===== config.mk =====
export PLATFORM = sky130hd
export DESIGN_NAME = pipeline_front_ctrl
export DESIGN_NICKNAME = d
export VERILOG_FILES = /design/src/rtl/pipeline_front_ctrl.sv
export SDC_FILE = /design/constraint.sdc
export NUM_CORES = 1
export LEC_CHECK = 0
export ABC_AREA = 1
export ABC_CLOCK_PERIOD_IN_PS = 2370
export CORE_UTILIZATION = 53
export CTS_CLUSTER_DIAMETER = 80
export DETAILED_ROUTE_END_ITERATION = 10
export MAX_ROUTING_LAYER = met4
export PLACE_DENSITY = 0.91
export SETUP_SLACK_MARGIN = 0.15
export SLEW_MARGIN = 15
export SYNTH_ARGS = -nofsm -noshare
export SYNTH_HDL_FRONTEND = slang
export SYNTH_SLANG_ARGS = --single-unit
export TNS_END_PERCENT = 1

===== constraint.sdc =====
create_clock -name clk -period 2.37 [get_ports clk]
set_clock_uncertainty 0.05 [all_clocks]
set_input_delay 0.711 -clock clk [delete_from_list [all_inputs] [get_ports clk]]
set_output_delay 0.711 -clock clk [all_outputs]
set_load 0.03 [all_outputs]

===== src/rtl/pipeline_front_ctrl.sv =====
// Front-end sequencer for the 16-bit, 16-register 5-stage core.
// Holds the PC, the IF/ID register and the ID/EX register. It feeds the hazard unit its
// operands and obeys that unit's PCWrite/IFIDWrite/ST responses. It also applies EX-stage
// branch-redirect flushes and keeps saturating stall and flush counters.
//
// Ports:
//   clk, rst            clock and synchronous active-high reset
//   PCWrite, IFIDWrite  hazard-unit enables for the PC and IF/ID (0 = hold)
//   ST                  hazard-unit bubble request for ID/EX
//   redirect            EX branch taken; redirect_pc is the new PC
//   imem_addr           current PC to the async instruction memory
//   imem_rdata          instruction at imem_addr in the same cycle
//   IF_ID_RS/RT         raw source fields of the IF/ID instruction
//   IF_ID_valid         IF/ID holds a real instruction
//   ID_EX_*             registered decoded controls, fields, PC and valid bit
//   stall_count         bubbles inserted, saturating
//   flush_count         redirect events, saturating
module pipeline_front_ctrl #(
   parameter logic [15:0] RESET_PC  = 16'h0000,
   parameter logic [15:0] NOP_INSTR = 16'h0000,
   parameter logic [3:0]  LOAD_OP   = 4'h8,
   parameter logic [3:0]  STORE_OP  = 4'h9,
   parameter logic [3:0]  BEQ_OP    = 4'hA
) (
   input  logic        clk,
   input  logic        rst,
   input  logic        PCWrite,
   input  logic        IFIDWrite,
   input  logic        ST,
   input  logic        redirect,
   input  logic [15:0] redirect_pc,
   output logic [15:0] imem_addr,
   input  logic [15:0] imem_rdata,
   output logic [3:0]  IF_ID_RS,
   output logic [3:0]  IF_ID_RT,
   output logic        IF_ID_valid,
   output logic        ID_EX_valid,
   output logic        ID_EX_MemRead,
   output logic        ID_EX_MemWrite,
   output logic        ID_EX_RegWrite,
   output logic        ID_EX_Branch,
   output logic [3:0]  ID_EX_RD,
   output logic [3:0]  ID_EX_RS,
   output logic [3:0]  ID_EX_RT,
   output logic [3:0]  ID_EX_op,
   output logic [15:0] ID_EX_pc,
   output logic [15:0] stall_count,
   output logic [15:0] flush_count
);

   logic [15:0] pc_q;
   logic [15:0] ifid_instr_q;
   logic [15:0] ifid_pc_q;
   logic        ifid_valid_q;

   logic        idex_valid_q;
   logic        idex_mem_read_q;
   logic        idex_mem_write_q;
   logic        idex_reg_write_q;
   logic        idex_branch_q;
   logic [3:0]  idex_rd_q;
   logic [3:0]  idex_rs_q;
   logic [3:0]  idex_rt_q;
   logic [3:0]  idex_op_q;
   logic [15:0] idex_pc_q;

   logic [15:0] stall_q;
   logic [15:0] flush_q;

   // Decode of the instruction currently in IF/ID
   logic [3:0] dec_op;
   logic       dec_mem_read;
   logic       dec_mem_write;
   logic       dec_reg_write;
   logic       dec_branch;

   always_comb begin
      dec_op        = ifid_instr_q[15:12];
      dec_mem_read  = (dec_op == LOAD_OP);
      dec_mem_write = (dec_op == STORE_OP);
      dec_branch    = (dec_op == BEQ_OP);
      // NOP shares the ALU opcode space, so exclude it explicitly
      dec_reg_write = ((dec_op <= 4'h7) && (ifid_instr_q != NOP_INSTR)) ||
                      (dec_op == LOAD_OP);
   end

   always_ff @(posedge clk) begin
      if (rst) begin
         pc_q             <= RESET_PC;
         ifid_instr_q     <= NOP_INSTR;
         ifid_pc_q        <= 16'h0000;
         ifid_valid_q     <= 1'b0;
         idex_valid_q     <= 1'b0;
         idex_mem_read_q  <= 1'b0;
         idex_mem_write_q <= 1'b0;
         idex_reg_write_q <= 1'b0;
         idex_branch_q    <= 1'b0;
         idex_rd_q        <= 4'h0;
         idex_rs_q        <= 4'h0;
         idex_rt_q        <= 4'h0;
         idex_op_q        <= 4'h0;
         idex_pc_q        <= 16'h0000;
         stall_q          <= 16'h0000;
         flush_q          <= 16'h0000;
      end else begin
         if (redirect) begin
            pc_q <= redirect_pc;
         end else if (PCWrite) begin
            pc_q <= pc_q + 16'd1;
         end

         // IF/ID pc is left untouched on a flush; the slot is marked invalid
         if (redirect) begin
            ifid_instr_q <= NOP_INSTR;
            ifid_valid_q <= 1'b0;
         end else if (IFIDWrite) begin
            ifid_instr_q <= imem_rdata;
            ifid_pc_q    <= pc_q;
            ifid_valid_q <= 1'b1;
         end

         if (redirect || ST) begin
            idex_valid_q     <= 1'b0;
            idex_mem_read_q  <= 1'b0;
            idex_mem_write_q <= 1'b0;
            idex_reg_write_q <= 1'b0;
            idex_branch_q    <= 1'b0;
            idex_rd_q        <= 4'h0;
            idex_rs_q        <= 4'h0;
            idex_rt_q        <= 4'h0;
            idex_op_q        <= 4'h0;
            idex_pc_q        <= 16'h0000;
         end else begin
            idex_valid_q     <= ifid_valid_q;
            idex_mem_read_q  <= dec_mem_read;
            idex_mem_write_q <= dec_mem_write;
            idex_reg_write_q <= dec_reg_write;
            idex_branch_q    <= dec_branch;
            idex_rd_q        <= ifid_instr_q[11:8];
            idex_rs_q        <= ifid_instr_q[7:4];
            idex_rt_q        <= ifid_instr_q[3:0];
            idex_op_q        <= dec_op;
            idex_pc_q        <= ifid_pc_q;
         end

         // A stall overridden by a redirect is a flush, not a bubble
         if (ST && !redirect && (stall_q != 16'hFFFF)) begin
            stall_q <= stall_q + 16'd1;
         end
         if (redirect && (flush_q != 16'hFFFF)) begin
            flush_q <= flush_q + 16'd1;
         end
      end
   end

   assign imem_addr      = pc_q;
   assign IF_ID_RS       = ifid_instr_q[7:4];
   assign IF_ID_RT       = ifid_instr_q[3:0];
   assign IF_ID_valid    = ifid_valid_q;
   assign ID_EX_valid    = idex_valid_q;
   assign ID_EX_MemRead  = idex_mem_read_q;
   assign ID_EX_MemWrite = idex_mem_write_q;
   assign ID_EX_RegWrite = idex_reg_write_q;
   assign ID_EX_Branch   = idex_branch_q;
   assign ID_EX_RD       = idex_rd_q;
   assign ID_EX_RS       = idex_rs_q;
   assign ID_EX_RT       = idex_rt_q;
   assign ID_EX_op       = idex_op_q;
   assign ID_EX_pc       = idex_pc_q;
   assign stall_count    = stall_q;
   assign flush_count    = flush_q;

endmodule

Word level (Yosys, flattened, before mapping)
Index checks and enable logic that the tools add are counted.
{ "classes": {"n_lt_le_gt_ge": 1, "muxes": 2, "n_reduce_logical": 12, "n_eq_ne": 5, "bitwise": 1, "n_addsub": 3} }
{ "op_table": {"columns": ["cell", "count"], "rows": [
  ["adder 16 x 1 -> 16 bit (second input constant)", 3],
  ["two-way mux 16 bit", 2],
  ["inequality test 16 bit (second input constant)", 2],
  ["nonzero test 16 bit", 1],
  ["equality test 4 bit (second input constant)", 3],
  ["less-or-equal comparator 4 x 3 -> 1 bit (second input constant)", 1],
  ["logical AND 1 bit", 4],
  ["OR reduction 2 bit", 2],
  ["logical OR 1 bit", 2],
  ["AND reduction 2 bit", 1],
  ["nonzero test 2 bit", 1],
  ["logical NOT 1 bit", 1],
  ["NOT 1 bit", 1]
]} }
{ "word_totals": {"register_bits": 118, "elab_cells": 40} }

Longest topological paths before layout
Gate-level depths: netlist (run 1).
{ "logic_depth": {"ltp_word": 3, "depth_mapped": 10, "ltp_nobuf": 9} }

Worst setup path after synthesis (run 1)
No wires, ideal clock.
{ "synth_path": {"path_kind": "register -> register", "startpoint": "register flush_q[0] (netlist: flush_count[0])", "endpoint": "register flush_q[8] (netlist: flush_count[8])", "setup_ns": 0.142, "path_buffers": 1, "setup_slack_ns": 0.520, "arrival_time_ns": 1.658, "required_ns": 2.178, "path_stages_with_launch": 10, "path_cell_list": "dfxtp_1 -> ha_1 -> inv_2 -> nor2_4 -> nand2_4 -> nor2_1 -> nor2_2 -> buf_2 -> nand2_1 -> a21oi_2"} }
{ "synth_between": {"elab_chain_cells": 2, "word_cells_on_any_way": 3, "cone_classes": "add/sub: 1; eq/ne: 1; reduce/logical: 1"} }
{ "synth_rtl": {"columns": ["item", "line_no", "source"], "rows": [
  ["start, declared", "68", "logic [15:0] flush_q;"],
  ["start signal, assigned", "151", "flush_q <= flush_q + 16'd1;"],
  ["branches (longest 2 deep; another with adder 16 x 1 -> 16 bit)", null, null]
]} }
Parallel ways; which one is timed is not known.
A chain may end at the register's enable or synchronous reset.

Worst setup path in the final report (run 1)
{ "layout_path": {"startpoint": "register stall_q[9] (netlist: stall_count[9])", "endpoint": "output port stall_count[9]"} }
{ "layout_lines": {"columns": ["item", "line_no", "source"], "rows": [
  ["start, declared", "67", "logic [15:0] stall_q;"],
  ["start signal, assigned", "148", "stall_q <= stall_q + 16'd1;"],
  ["end, declared", "47", "output logic [15:0] stall_count,"]
]} }
No word-level cell between the ends.

==> reports/qor_table.md, run 1 <==
| Metric | Reported |
|---|---|
| Hold Path Origin | ifid_pc_q[13]$_SDFFE_PP0P_ |
| Antenna violation net count after detailed routing | 0 |
| RSZ-0062 raised after global routing | yes |
| Number of warnings reported in the yosys synthesis log | 0 |
| Worst setup EP type | primary output |
| Clock latency on the worst-skew pair | 0.52 ns |
| Area of the multi-input gates | 0.00226 mm² |
| Leading cell types in the layout, fill and taps excluded | nand2_1, dfxtp_1, nor2_1 |
| Pre-CTS setup slack | 0.0466 ns |
| Setup slack after layout | 0.153 ns |
| Clock Pin Slew Worst Setup and Hold Paths | 0.06 ns |
| Setup violation total in the final timing report | 0 |
| Initial antenna violation count | 0 |
| Layout overhead on the synthesized area | 36.7% |
| DR pass1 iterations | 5 |
| Via density | 5.31 |
| TritonCTS Buffers | 17 |
| Standby leakage power | 3.09 nW |
| Reg-to-Reg Start | flush_count[0]$_SDFFE_PP0P_ |
| Total count of max-transition violations in the final report | 0 |
| Post-route insts no fill | 977 |
| Number of library cell types mapped by synthesis | 29 |
| Critical path startpoint category | flop |
| Average wire per cell in the routed design | 14.6 µm |
| Post-synthesis sequential element count | 118 |
| Count of boundary I/O pins | 132 |
| Transition at the pin with the smallest max-transition slack | 0.711 ns |
| First-pass GRT wire length | 23.3 mm |
| Outcome | finished clean |
| HPWL Detailed | 9.66 mm |
| Crit path max-delay family | flip-flops |
| Final period utilization | 0.935 |
| Via count | 5190 |
| Design Power | 4.96 mW |
| Die ar. | 0.0101 mm² |
| Fraction of layout cells with a size suffix above 1 | 0.0896 |
| Number of remaining DRC errors | 0 |
| Post-CTS Setup Inserts | 0 |
| Relative contribution of combinational cells to total power | 0.084 |
| Mapped Cells | 700 |
| Vias in the first global route | 4936 |
| Most frequent standard cell in the layout excluding fill and tap cells | nand2_1 |
| Net Count, Synth | 741 |
| List of cells traversed by the critical path | dlygate4sd2_1 |
| Worst hold slack | 0.374 ns |
| Worst path max stage delay | 0.49 ns |
| TritonCTS clock tree | built |
| Clk network pwr share | 0.492 |
| Sum of overflow across all layers after global routing | 0 |
| Total non-filler cell area in the finished layout | 0.00699 mm² |
| Critical path fanouts, max | 7 |
| Total net switching power | 1.18 mW |
| Area taken by flip-flops and latches | 0.00236 mm² |
| Final critical delay including setup and external delays | 2.22 ns |
| Number of max-cap violations | 0 |
| Required time at the endpoint of the critical path | 1.61 ns |
| Worst Path Arrival | 1.46 ns |
| Slowest library cell on the worst path | dfxtp_1 |
| Part of the Yosys area used for sequential elements | 0.462 |
| Number of buffer and inverter stages on the critical path | 1 |
| Maximum root-to-sink buffer count | 2 |
| Final nets | 877 |
| Routed wire length | 14.2 mm |
| Global router's overall resource usage | 0.302 |
| Switching share of power | 0.239 |
| Filler cell count in the final layout | 727 |
| Share of the core filled with cells in the final layout | 0.753 |
| Die Span X | 100 µm |
| Pin count of the biggest net entering global routing | 34 |
| PD cells | 709 mW/mm² |
| Die height | 100 µm |
| Cell total after placement | 946 |
| Depth of the CTS H-tree | 4 |
| Final hold violation count | 0 |
| Critical path start-end classification | reg2out |
| IR Drop Worst-Case VDD | 0.399 mV |
| Area of the mapped netlist | 0.00512 mm² |
| Achievable Freq | 0.451 GHz |
| Type of the most critical hold path | reg2reg |
| Cell area after placement | 0.00655 mm² |
| Internal power summed over all cells | 3.77 mW |
| Summed negative setup slack over all endpoints | 0 ns |
| Antenna Diode Count | 0 |
| Root Buffer | clkbuf_8 |
| Number of sinks driven by the clock tree | 118 |
| Initial detailed-routing violation count | 244 |
| Average footprint of a synthesized cell | 7.31 µm² |
| Input/output buffers | 131 |
| Core area | 0.00928 mm² |
| Crit. Startpoint | stall_count[9]$_SDFFE_PP0P_ |
| Slew margin rel. | 0.525 |
| Placer congestion estimate | 0.894 |
| Number of placement rows | 35 |
| Portion of total power attributed to sequential cells | 0.423 |
| Initial standard-cell utilization of the core | 0.551 |
per-layer routing:
| metal | wire (µm) | global-route usage |
|---|---|---|
| met5 | 0 | - |
| met3 | 1040 | 0.0780 |
| met1 | 5800 | 0.351 |
| met4 | 256 | 0.103 |
| met2 | 7120 | 0.507 |
synth_stat cells:
master | instances | area share
a211oi_1 | 1 | 0.0015
a31oi_1 | 3 | 0.0037
o21ai_0 | 44 | 0.043
buf_6 | 2 | 0.0044
a21oi_2 | 10 | 0.017
inv_2 | 3 | 0.0022
nor4_1 | 4 | 0.0049
o21ai_4 | 1 | 0.0032
nor2_4 | 1 | 0.0022
nand2_1 | 152 | 0.11
nand4_1 | 18 | 0.022
dfxtp_1 | 118 | 0.46
inv_1 | 81 | 0.059
nor2_1 | 95 | 0.070
clkbuf_1 | 14 | 0.010
a22oi_1 | 8 | 0.012
o21bai_1 | 3 | 0.0044
xnor2_1 | 8 | 0.014
xor2_1 | 11 | 0.019
nor2_2 | 6 | 0.0073
nand2_2 | 5 | 0.0061
ha_1 | 3 | 0.0073
o211ai_1 | 1 | 0.0015
a21oi_1 | 60 | 0.059
nand3_2 | 1 | 0.0020
buf_4 | 9 | 0.013
buf_2 | 7 | 0.0068
nand3_1 | 30 | 0.029
nand2_4 | 1 | 0.0022
kinds of logic after synthesis:
group                      Yosys count  share of synthesized area
DFF                                118                      0.462
buffers and inverters              116                     0.0964
adders and majority gates            3                    0.00734
xor gates and xnor gates            19                     0.0325
AOI/OAI and AO/OA                  131                      0.145
and+or+nand+nor                    313                      0.257
path summary, 6_finish.rpt:
kind                            endpoint  cells after the start  slack [ns]
max                       stall_count[9]                      1        0.15
min              ID_EX_pc[13]$_SDFF_PP0_                      2        0.37
max reg2reg  flush_count[6]$_SDFFE_PP0P_                      7        0.41
min reg2reg      ID_EX_pc[13]$_SDFF_PP0_                      2        0.37
sequential cells by signal (all words and copies together) (netlist names), 4 cells and up:
signal and cells:
ID_EX_RD 4, ID_EX_RS 4, ID_EX_RT 4, ID_EX_op 4, ID_EX_pc 16, flush_count 16, ifid_instr_q 16, ifid_pc_q 16
imem_addr 16, stall_count 16
power groups by stage:
stage	Combinational (mW)	Sequential, mW	Clock (mW)
2_1_floorplan	0.193	2.19	0
3_3_place_gp	0.425	2.14	0
3_5_place_dp	0.437	2.14	0
4_1_cts	0.419	2.10	2.45
5_1_grt	0.452	2.10	2.57
6_report	0.417	2.10	2.44
layout make-up:
class,instances,share of cell area
Clock buffer,22,0.0662
Clock inverter,9,0.0145
Inverter,84,0.0451
Multi-Input combinational cell,466,0.323
Sequential cell,118,0.338
Tap cell,129,0.0231
Timing Repair Buffer,149,0.190
what timing repair did:
item / in CTS / in global routing
setup endpoints to repair: 94 / 9
hold buffers: 0 / 0
gates resized for setup: 95 / 3
Power figures use the tool's default switching activity.
==> inputs of run 2 (changes only) <==
Settings changed: REMOVE_ABC_BUFFERS from default to 1.
==> run 2 against run 1 <==
Against the previous run: clock-buffer cell count decreased by 5; combinational power up 6.0%; utilization grew 0.85 points; critical path depth did not move; clock power shrank 2%; cell count increased by 0.72%; routed wire length decreased by 0.23%; via count is 0.89% higher; fmax rose by 1.8%; cell area rose by 1.1%; non-clock buffer count up 6; die area did not move; largest power group unchanged.
==> reports/qor_table.md, run 2 (same netlist as run 1, synthesis figures left out) <==
| Metric | Reported | Delta |
|---|---|---|
| Outcome | finished clean |  |
| HPWL Detailed | 9.70 mm | +0.43% |
| Final critical delay including setup and external delays | 2.18 ns | -0.0383 ns |
| Most frequent standard cell in the layout excluding fill and tap cells | nand2_1 |  |
| Clock latency on the worst-skew pair | 0.51 ns | about the same |
| Final hold violation count | 0 | unchanged |
| Number of max-cap violations | 0 | unchanged |
| Worst hold slack | 0.385 ns | +0.0106 ns |
| Input/output buffers | 131 | unchanged |
| Number of remaining DRC errors | 0 | unchanged |
| Setup violation total in the final timing report | 0 | unchanged |
| IR Drop Worst-Case VDD | 0.473 mV | +19% |
| DR pass1 iterations | 6 | +1 |
| Global router's overall resource usage | 0.299 | -0.00272 |
| Type of the most critical hold path | reg2reg |  |
| RSZ-0062 raised after global routing | yes |  |
| Die ar. | 0.0101 mm² | unchanged |
| Critical path startpoint category | flop |  |
| Total non-filler cell area in the finished layout | 0.00707 mm² | +1.1% |
| Die Span X | 100 µm | unchanged |
| Leading cell types in the layout, fill and taps excluded | nand2_1, dfxtp_1, nor2_1 |  |
| Critical path fanouts, max | 6 | -1 |
| Standby leakage power | 3.14 nW | +1.5% |
| Core area | 0.00928 mm² | unchanged |
| Slew margin rel. | 0.650 | +0.125 |
| Post-CTS Setup Inserts | 0 | unchanged |
| Antenna violation net count after detailed routing | 0 | unchanged |
| Die height | 100 µm | unchanged |
| Reg-to-Reg Start | flush_count[0]$_SDFFE_PP0P_ |  |
| Critical path start-end classification | reg2out |  |
| Final period utilization | 0.919 | -0.0162 |
| First-pass GRT wire length | 23.2 mm | -0.21% |
| Placer congestion estimate | 0.894 | about the same |
| Initial standard-cell utilization of the core | 0.551 | unchanged |
| Initial detailed-routing violation count | 228 | -6.6% |
| Required time at the endpoint of the critical path | 1.61 ns | about the same |
| Transition at the pin with the smallest max-transition slack | 0.524 ns | -0.187 ns |
| Summed negative setup slack over all endpoints | 0 ns | unchanged |
| Initial antenna violation count | 0 | unchanged |
| Final nets | 883 | +0.68% |
| Number of placement rows | 35 | unchanged |
| Clock Pin Slew Worst Setup and Hold Paths | 0.06 ns | about the same |
| Slowest library cell on the worst path | dfxtp_1 |  |
| Crit. Startpoint | imem_addr[12]$_SDFFE_PP0P_ |  |
| Fraction of layout cells with a size suffix above 1 | 0.0982 | +0.00862 |
| Number of buffer and inverter stages on the critical path | 1 | unchanged |
| Area of the multi-input gates | 0.00226 mm² | unchanged |
| Cell area after placement | 0.00663 mm² | +1.3% |
| Antenna Diode Count | 0 | unchanged |
| Hold Path Origin | ifid_pc_q[14]$_SDFFE_PP0P_ |  |
| Count of boundary I/O pins | 132 | unchanged |
| Average wire per cell in the routed design | 14.4 µm | -0.93% |
| Routed wire length | 14.2 mm | -0.23% |
| Via density | 5.32 | +0.17% |
| Worst path max stage delay | 0.46 ns | -0.03 ns |
| Area taken by flip-flops and latches | 0.00236 mm² | unchanged |
| Number of sinks driven by the clock tree | 118 | unchanged |
| Layout overhead on the synthesized area | 38.2% |  |
| TritonCTS Buffers | 17 | unchanged |
| Via count | 5236 | +0.89% |
| Worst Path Arrival | 1.42 ns | -0.04 ns |
| List of cells traversed by the critical path | dlygate4sd2_1 |  |
| Achievable Freq | 0.459 GHz | +1.8% |
| PD cells | 699 mW/mm² | -1.4% |
| Pin count of the biggest net entering global routing | 34 | unchanged |
| Sum of overflow across all layers after global routing | 0 | unchanged |
| Depth of the CTS H-tree | 4 | unchanged |
| Root Buffer | clkbuf_8 |  |
| Maximum root-to-sink buffer count | 2 | unchanged |
| Total count of max-transition violations in the final report | 0 | unchanged |
| Vias in the first global route | 5115 | +3.6% |
| Reg2reg setup slack | 0.41 ns | about the same |
| Filler cell count in the final layout | 721 | -0.83% |
| TritonCTS clock tree | built |  |
| Crit path max-delay family | flip-flops |  |
| Worst setup EP type | primary output |  |
| Post-CTS Hold Fix Bufs | 0 | unchanged |
==> run 2: tightest hold or removal path, cell delays in order (launching register included) <==
cell and delay [ns]:
dfxtp_1 0.31, inv_1 0.05, nor2_1 0.03
==> run 2: through the flow <==
stage	utilization	total power, mW	setup WS [ns]	instances
5_1_grt	0.762	5.09	0.150	984
3_5_place_dp	0.714	2.59	0.100	952
6_report	0.762	4.94	0.191	984
4_1_cts	0.761	4.95	0.181	984
3_3_place_gp	0.714	2.58	0.188	952
2_1_floorplan	-	2.34	0.184	668
==> run 2: area by class of cell <==
cell class	instances	share of cell area
flip-flops and latches	118	0.334
multi-input cells	466	0.320
repair buffers	155	0.200
clock buffers	17	0.0586
inverters	84	0.0446
well taps	129	0.0228
clock inverters	15	0.0204
==> run 2: worst paths after layout <==
kind,endpoint,cells after the start
min,ID_EX_pc[14]$_SDFF_PP0_,2
min reg2reg,ID_EX_pc[14]$_SDFF_PP0_,2
max reg2reg,flush_count[9]$_SDFFE_PP0P_,7
max,imem_addr[12],1
==> run 2: metal layers <==
metal	part of all wire	GRT usage
met5	0	-
met4	0.023	0.123
met3	0.066	0.0724
met2	0.51	0.518
met1	0.40	0.329
==> run 2: power breakdown <==
| group | switching, mW | leakage [nW] | internal [mW] |
|---|---|---|---|
| Combinational | 0.266 | 1.90 | 0.176 |
| Sequential | 0.0500 | 0.961 | 2.04 |
| Clock | 0.991 | 0.274 | 1.41 |
| Total | 1.31 | 3.14 | 3.63 |
==> run 2: what timing repair did <==
action                     in CTS  in global routing
setup endpoints to repair      94                  2
resized for setup              94                  1
pin swaps                       0                  0
